`src/rtl/tx_frame.sv`:
```
// UART-style frame transmitter: start bit, DW data bits LSB first, even parity, stop bit.
// Each bit lasts NB clocks; busy, per-bit, end-of-frame and overrun strobes are registered.
module tx_frame #(
    parameter int Tclk = 20,
    parameter int Tbit = 1000,
    parameter int NB   = Tbit / Tclk,
    parameter int DW   = 8
) (
    input  logic          clk,
    input  logic          rst_n,
    input  logic          st,
    input  logic [DW-1:0] dat,
    output logic          TXD,
    output logic          en_tx,
    output logic          ce_bit,
    output logic          T_end,
    output logic          ovr
);

    localparam int TW = (NB > 1) ? $clog2(NB) : 1;
    localparam int BW = $clog2(DW) + 1;
    localparam logic [TW-1:0] TACT_LAST = TW'(NB - 1);
    localparam logic [TW-1:0] TACT_PRE  = TW'(NB - 2);
    localparam logic [BW-1:0] BIT_LAST  = BW'(DW - 1);

    typedef enum logic [2:0] {IDLE, START, DATA, PAR, STOP} state_t;

    state_t        r_state;
    logic [TW-1:0] r_cb_tact;
    logic [BW-1:0] r_cb_bit;
    logic [DW-1:0] r_shreg;
    logic          r_par;
    logic          r_txd;
    logic          r_en_tx;
    logic          r_ce_bit;
    logic          r_t_end;
    logic          r_ovr;

    logic w_busy;
    logic w_tact_wrap;
    logic w_last;
    logic w_accept;
    logic w_next_bit;

    assign w_busy      = (r_state != IDLE);
    assign w_tact_wrap = (r_cb_tact == TACT_LAST);
    // Last cycle of the stop bit: a start here chains the next frame with no idle gap.
    assign w_last      = (r_state == STOP) && w_tact_wrap;
    assign w_accept    = st && (!w_busy || w_last);

    generate
        if (DW > 1) begin : g_next_wide
            assign w_next_bit = r_shreg[1];
        end else begin : g_next_single
            assign w_next_bit = 1'b0;
        end
    endgenerate

    // Strobes are produced one cycle early from cb_tact==NB-2 so they line up with cb_tact==NB-1.
    always_ff @(posedge clk or negedge rst_n) begin
        if (!rst_n) begin
            r_state   <= IDLE;
            r_cb_tact <= '0;
            r_cb_bit  <= '0;
            r_shreg   <= '0;
            r_par     <= 1'b0;
            r_txd     <= 1'b1;
            r_en_tx   <= 1'b0;
            r_ce_bit  <= 1'b0;
            r_t_end   <= 1'b0;
            r_ovr     <= 1'b0;
        end else begin
            r_ovr <= st && w_busy && !w_last;
            if (w_accept) begin
                r_state   <= START;
                r_cb_tact <= '0;
                r_cb_bit  <= '0;
                r_shreg   <= dat;
                r_par     <= ^dat;
                r_txd     <= 1'b0;
                r_en_tx   <= 1'b1;
                r_ce_bit  <= 1'b0;
                r_t_end   <= 1'b0;
            end else if (w_busy) begin
                if (w_tact_wrap) begin
                    r_cb_tact <= '0;
                    r_ce_bit  <= 1'b0;
                    r_t_end   <= 1'b0;
                    case (r_state)
                        START: begin
                            r_state  <= DATA;
                            r_cb_bit <= '0;
                            r_txd    <= r_shreg[0];
                        end
                        DATA: begin
                            r_shreg <= r_shreg >> 1;
                            if (r_cb_bit == BIT_LAST) begin
                                r_state  <= PAR;
                                r_cb_bit <= '0;
                                r_txd    <= r_par;
                            end else begin
                                r_cb_bit <= r_cb_bit + 1'b1;
                                r_txd    <= w_next_bit;
                            end
                        end
                        PAR: begin
                            r_state <= STOP;
                            r_txd   <= 1'b1;
                        end
                        default: begin
                            r_state <= IDLE;
                            r_txd   <= 1'b1;
                            r_en_tx <= 1'b0;
                        end
                    endcase
                end else begin
                    r_cb_tact <= r_cb_tact + 1'b1;
                    r_ce_bit  <= (r_cb_tact == TACT_PRE);
                    r_t_end   <= (r_state == STOP) && (r_cb_tact == TACT_PRE);
                end
            end
        end
    end

    assign TXD    = r_txd;
    assign en_tx  = r_en_tx;
    assign ce_bit = r_ce_bit;
    assign T_end  = r_t_end;
    assign ovr    = r_ovr;

endmodule
```
`config.mk`:
```
export PLATFORM = sky130hd
export DESIGN_NAME = tx_frame
export DESIGN_NICKNAME = d
export VERILOG_FILES = /design/src/rtl/tx_frame.sv
export SDC_FILE = /design/constraint.sdc
export NUM_CORES = 1
export LEC_CHECK = 0
export ABC_AREA = 1
export ABC_CLOCK_PERIOD_IN_PS = 4400
export BUFFER_PORTS_ARGS = -buffer_cell sky130_fd_sc_hd__clkbuf_2
export CAP_MARGIN = 20
export CORE_MARGIN = 5
export CORE_UTILIZATION = 45
export CTS_BUF_LIST = sky130_fd_sc_hd__clkbuf_8
export CTS_CLUSTER_SIZE = 14
export DETAILED_ROUTE_END_ITERATION = 12
export PLACE_DENSITY = 0.64
export SETUP_SLACK_MARGIN = 0.4
export SLEW_MARGIN = 20
export SYNTH_ARGS = -nofsm -noshare
export SYNTH_HDL_FRONTEND = slang
export SYNTH_SLANG_ARGS = --single-unit
```
`constraint.sdc`:
```
create_clock -name clk -period 4.4 [get_ports clk]
set_clock_uncertainty 0.15 [all_clocks]
set_input_delay 1.1 -clock clk [delete_from_list [all_inputs] [get_ports clk]]
set_output_delay 1.1 -clock clk [all_outputs]
set_load 0.01 [all_outputs]
```
==> results of run 1 <==
tightest hold or removal path, delay by kind of cell, from the launching register on:
kind          cells  cell delay [ps]
simple gates      2              100
flops             1              350
state kept, by name, indices dropped and copies added, names as in the netlist:
name,flops
TXD,1
T_end,1
ce_bit,1
en_tx,1
ovr,1
r_cb_bit,4
r_cb_tact,6
r_par,1
r_shreg,8
r_state,3
worst max-delay path by stage:
stage / from / slack [ps] / to
after floorplan: st / 2350 / r_cb_bit[0]
after global placement: st / 2010 / r_shreg[7]
after detailed placement: st / 1990 / r_shreg[7]
after CTS: TXD / 2200 / TXD
after global routing: r_cb_tact[1] / 1910 / r_cb_bit[2]
final: r_cb_tact[1] / 2210 / r_cb_bit[0]
synth_stat cells:
cell type  count  area share, %
o21ai_1        1           0.33
nand4_1        3            1.2
o21ai_0       12            3.9
xnor2_1        5            2.9
dfrtp_1       26             43
nor3_1         3           0.99
nor2_1        16            3.9
nor2_2         1           0.41
nand3_1       11            3.6
a21oi_1        2           0.66
inv_2          1           0.25
nor3b_1        1           0.49
nand2_1       67             17
nand2b_1       2           0.82
nand2_2        2           0.82
inv_1         20            4.9
o21ai_2        3            1.7
nor2_4         1           0.74
dfstp_2        1            1.7
buf_6          3            2.2
nand3b_1       1           0.49
xor2_1         6            3.5
nand3_2        2            1.3
ha_1           4            3.3
o211ai_1       1           0.49
layout make-up:
type                    instances  area (µm²)
inverters                      21       78.83
clock inverters                 1       7.507
multi-input cells             144       733.2
repair buffers                 15       75.07
well taps                      46       57.56
flip-flops and latches         27       676.9
fillers                       342        1640
clock buffers                   3       41.29
kinds of logic (layout without fill, tap and decap cells):
family,count (synthesis),in the layout,share of synthesized area [%]
xor gates and xnor gates,11,11,6.327
AOI/OAI and AO/OA,19,19,7.149
and+or+nand+nor,110,110,31.39
adders and majority gates,4,4,3.287
buffers and inverters,24,40,7.395
DFF,27,27,44.45
metrics by stage:
step	hold slack, ps	total power, mW	instance area (µm²)
2_1_floorplan	299.0	0.2676	1523
3_3_place_gp	312.5	0.2805	1622
3_5_place_dp	315.4	0.2810	1622
4_1_cts	340.7	0.4248	1670
5_1_grt	363.9	0.4400	1670
6_report	332.9	0.4196	1670
cell usage in the layout (no fill, tap or decap), drive strengths merged, types with 2 or more instances in the layout:
cell    instances
xnor2           5
a21oi           2
o21ai          16
inv            21
nor3            3
ha              4
dfrtp          26
nand2b          2
xor2            6
nor2           18
nand3          13
clkbuf         18
nand4           3
nand2          69
power breakdown:
part,internal [mW],switching [mW],total (mW)
combinational,0.0111,0.0157,0.0268
clock,0.0643,0.0800,0.144
sequential,0.248,0.0000910,0.249
per-layer routing:
metal | wire length, µm | global-route usage [%] | vias up
met3 | 51 | 2.463 | 4
met5 | 0 | 0 | -
met4 | 19 | 2.978 | 0
li1 | - | - | 641
met2 | 1315 | 22.26 | 14
met1 | 1336 | 18.72 | 536
==> qor.yml, run 1 <==
cts_buffer_depth: 2
die_w_um: 68.17
grt_usage_pct: 13.61
ir_drop_mv: 0.1171
timing.rr.end: "r_cb_bit[0]"
die_area_um2: 4647
setup-violations-final: 0
cts_hold_buffers: 0
grt_antenna_before_repair: 0
numCtsBuffers: 3
io_buffers: 15
crit_fanout: 22
syn_area_um2: 1523
post_cts_buffers: 0
cp.depth: 11
fmax_mhz: 456.1
r2r-start: "r_cb_tact[1]"
critPathArrivalTime_ps: 2210
slowest_stage: "dfrtp_1"
hpwlAfterDp_um: 2063
start_util_pct: 45.99
row_count: 21
yosysSeqAreaShare_pct: 44.45
tightest_slew_ps: 675.1
clk_latency_ps: 270
area_growth_pct: 9.696
io_pins: 16
drt-wirelength-per-cell_um: 10.59
power_density_nw_per_um2: 251.2
layoutNonFillerInstCount: 257
fin_util_pct: 50.45
vias: 1195
fin_setup_tns_ps: 0
reg2reg_depth: 11
drt_wl_total_um: 2721
synth-seq-cells: 27
fin_crit_ps: 2193
grt_pass1_wl_um: 4823
r2r_setup_slack_ps: 2210
syn_inst: 195
critical_path.max_stage_delay_ps: 410
dr.pass1.iters: 4
finalMaxSlewViolations: 0
drc: 0
worstHoldPathCells: 2
grt_pass1_vias: 1093
die_h_um: 68.17
start_kind: "flop"
cp-end-kind: "flop"
core-area_um2: 3311
worst-path-buf-inv: 2
final_hold_viol_count: 0
synth_area_per_cell_um2: 7.809
cts_root_buf: "clkbuf_8"
period_share_pct: 49.83
cp_common_cell: "nand2_1"
clock-sinks: 27
overflow: 0
final_net_count: 227
hold_end: "r_par"
cts_tree: "built"
maxSlewHeadroom_pct: 54.99
synth-warning-count: 0
path_cells: "inv_1 > ha_1 > inv_1 > nor2_1 > nand2_1 > nand2_1 > nand3_2 > nand3_1 > nand2_1 > nand2_1 > nand2_1"
layout_setup_ws_ps: 2207
cts_htree_levels: 1
cts.reportedPaths.clkPinSlew_ps: 100
min_path_type: "reg2reg"
crit_type: "reg2reg"
drv_cap: 0
vias_per_cell: 4.650
routabilityCongestion: 0.7975
required_ps: 4420
rsz0062_at_grt: "false"
n_antenna_cell: 0
drive_above_1_share_pct: 14.22
outcome: "completed"
p_leak_nw: 0.8613
synth_cell_types: 25
grt_start_max_net_pins: 28
post-place-ws_ps: 1994
cp_top_family: "simple AND/OR/NAND/NOR gates"
cts_resized: 0
dp_cells: 253
drtAntennaViolNets: 0
min-delay-start: "r_par"
synth_fp_nets: 210
drt_iter0_drc: 93
No activity file was read; power rests on OpenSTA's default activity.
==> run 2: changes to the inputs <==
- ABC_AREA: 1 -> 0
- ABC_CLOCK_PERIOD_IN_PS: 4400 -> 1800
- PLACE_DENSITY: 0.64 -> 0.66
- clock period: 4.4 -> 1.8 ns (I/O delays scaled with it)
==> run 2 against run 1 <==
The flow now finishes with violations (setup timing); final area up 43%; final cell count down 1.2%; hold slack got worse by 290 ps; sequential cell count is the same; clock power rose by 140%; combinational power rose to 57 times the previous value; wire length grew 51%.
==> qor.yml, run 2 <==
cts.reportedPaths.clkPinSlew_ps: 90  # about the same
n_antenna_cell: 0  # unchanged
syn_area_um2: 1583  # +3.9%
grt_usage_pct: 16.51  # +2.9 points
drt_iter0_drc: 62  # -33%
syn_inst: 152  # -22%
p_leak_nw: 1.030  # +20%
post-place-ws_ps: -104.1  # -2098 ps
dr.pass1.iters: 4  # unchanged
drt_wl_total_um: 4119  # +51%
area_growth_pct: 51.07
final_area_um2: 2391  # +43%
crit_fanout: 6  # -73%
yosys.area.top_type_share_pct: 41.11  # -1.6 points
r2r-start: "r_cb_tact[3]"
synth-edff-count: 0  # unchanged
final_common_cell: "buf_4"
grt_pass1_vias: 1447  # +32%
maxSlewHeadroom_pct: 53.43  # -1.6 points
synth-warning-count: 0  # unchanged
synth_cell_types: 48  # +92%
row_count: 21  # unchanged
die_h_um: 69.31  # +1.7%
cp_top_family: "buffers and inverters"
vias: 1370  # +15%
synth-seq-cells: 27  # unchanged
cts_root_buf: "clkbuf_8"
violations: "setup timing"
timing.rr.end: "r_cb_bit[1]"
die_area_um2: 4803  # +3.4%
io_buffers: 15  # unchanged
clk_latency_ps: 280  # about the same
start_util_pct: 47.06  # +1.1 points
largest_register_ffs: 8  # unchanged
layout_setup_ws_ps: -87.60  # -2295 ps
min_path_type: "in2async"
ys_async_sr_fraction_pct: 100.0  # unchanged
core-area_um2: 3363  # +1.6%
overflow: 0  # unchanged
numCtsBuffers: 3  # unchanged
slowest_stage: "dfrtp_1"
synth_area_leaders: "dfrtp_1 41%, mux2_1 5.7%, mux2_2 5.0%"
cts_hold_buffers: 0  # unchanged
final_hold_viol_count: 0  # unchanged
reg2reg_depth: 8  # -3
fillers: 273  # -20%
drc: 0  # unchanged
grt_start_max_net_pins: 28  # unchanged
yosysTopAreaCell: "dfrtp_1"
period_share_pct: 104.9  # +55 points
cts_htree_levels: 1  # unchanged
synth_fp_nets: 167  # -20%
crit_type: "reg2reg"
cts_tree: "built"
tightest_slew_ps: 698.6  # +23.45 ps
vias_per_cell: 5.394  # +16%
critical_path.max_stage_delay_ps: 410  # about the same
drive_above_1_share_pct: 54.81  # +41 points
r2r_setup_slack_ps: -90  # -2300 ps
cts_buffer_depth: 2  # unchanged
io_pins: 16  # unchanged
yosysSeqAreaShare_pct: 42.77  # -1.7 points
power_density_nw_per_um2: 1223  # +390%
setup-violations-final: 13  # +13
finalMaxSlewViolations: 0  # unchanged
clock-sinks: 27  # unchanged
outcome: "finished with violations"
critPathArrivalTime_ps: 1950  # -260 ps
synthTopCellsByCount: "26 x dfrtp_1, 16 x nand2_1, 8 x mux2_1, 8 x nor2_1, 8 x xnor2_1"
ir_drop_mv: 0.6424  # +450%
synth_area_per_cell_um2: 10.41  # +33%
ys.flop_type: "dfrtp_1"
hpwlAfterDp_um: 2587  # +25%
drtAntennaViolNets: 0  # unchanged
cp_common_cell: "buf_4"
reg_top3: "r_shreg: 8 flops, r_cb_tact: 6 flops, r_cb_bit: 4 flops"
fin_crit_ps: 1888  # -304.9 ps
worst-path-buf-inv: 4  # +2
grt_pass1_wl_um: 6465  # +34%
final_cell_mix: "29 x buf_4, 24 x dfrtp_1, 13 x buf_6, 11 x nand2_1, 11 x clkbuf_2"
grt_antenna_before_repair: 0  # unchanged
cp-end-kind: "flop"
drv_cap: 0  # unchanged
drt-wirelength-per-cell_um: 16.22  # +53%
start_kind: "flop"
path_cells: "nor4bb_2 > buf_4 > buf_4 > buf_4 > nand3_4 > and3_4 > buf_4 > o21ai_2"
rsz0062_at_grt: "true"
final_net_count: 224  # -1.3%
routabilityCongestion: 0.8539  # +7.1%
regMostFlops: "r_shreg"
synth_most_common_cell: "dfrtp_1"
required_ps: 1860  # -2560 ps
die_w_um: 69.31  # +1.7%
fmax_mhz: 529.8  # +16%
placedInstanceArea_um2: 1966  # +21%
run 2: cell count changes after synthesis, moves of 5 or more:
cell,change
nor2_1,-8
nand2_1,-51
inv_1,-13
mux2_2,+7
nand3_1,-5
o21ai_0,-9
mux2_1,+8
run 2: final cells by class:
type                    instances  area, µm²  area share, %
clock buffers                   3      41.29          1.727
clock inverters                 1      3.754         0.1570
inverters                       7      26.28          1.099
multi-input cells             111       1094          45.74
flip-flops and latches         27      679.4          28.41
well taps                      46      57.56          2.407
repair buffers                 59      489.2          20.46
run 2: what timing repair did:
action | 4_1_cts | 5_1_grt
setup endpoints to repair | 30 | 31
pin swaps | 14 | 5
setup buffers | 9 | 7
resized for setup | 36 | 24
run 2: power breakdown:
part | internal (mW) | switching, mW | leakage (nW)
clock | 0.153 | 0.194 | 0.0269
combinational | 0.835 | 0.689 | 0.675
sequential | 0.865 | 0.189 | 0.328
total | 1.85 | 1.07 | 1.03
run 2: layer usage:
layer | up-vias | GRT usage (%) | routed length [µm]
li1 | 652 | - | -
met1 | 678 | 19.84 | 1635
met3 | 11 | 2.609 | 127
met5 | - | 0 | 0
met2 | 29 | 27.75 | 2238
met4 | 0 | 9.544 | 117
run 2: cells by family after synthesis:
group / count (synthesis) / synth area share, %
xor+xnor: 11 / 6.087
fa+ha+maj: 4 / 3.162
flops: 27 / 42.77
mux: 16 / 11.30
compound gates: 22 / 10.52
buf+inv: 14 / 4.269
simple gates: 58 / 21.90
run 2: worst max path at each step:
stage	from	endpoint	slack (ps)	depth (start not counted)
CTS	r_cb_tact[2]	r_shreg[6]	-80	5
finish	r_cb_tact[3]	r_cb_bit[1]	-90	8
floorplan	r_cb_tact[2]	r_shreg[0]	-30	6
detailed placement	r_cb_tact[2]	r_shreg[5]	-100	5
global route	r_cb_tact[2]	r_cb_bit[1]	-180	8
global placement	r_cb_tact[2]	r_shreg[5]	-70	5
run 2: through the flow:
step / total power, mW / cells / hold WS [ps] / util [%] / TNS [ps]
floorplan: 1.730 / 152 / 4.409 / - / -232.3
global placement: 2.086 / 234 / 309.2 / 58.44 / -494.0
detailed placement: 2.149 / 234 / 332.0 / 58.44 / -874.1
CTS: 2.723 / 247 / 68.66 / 66.70 / -622.6
global route: 3.117 / 254 / 89.47 / 71.09 / -2528
finish: 2.925 / 254 / 46.89 / 71.09 / -808.1
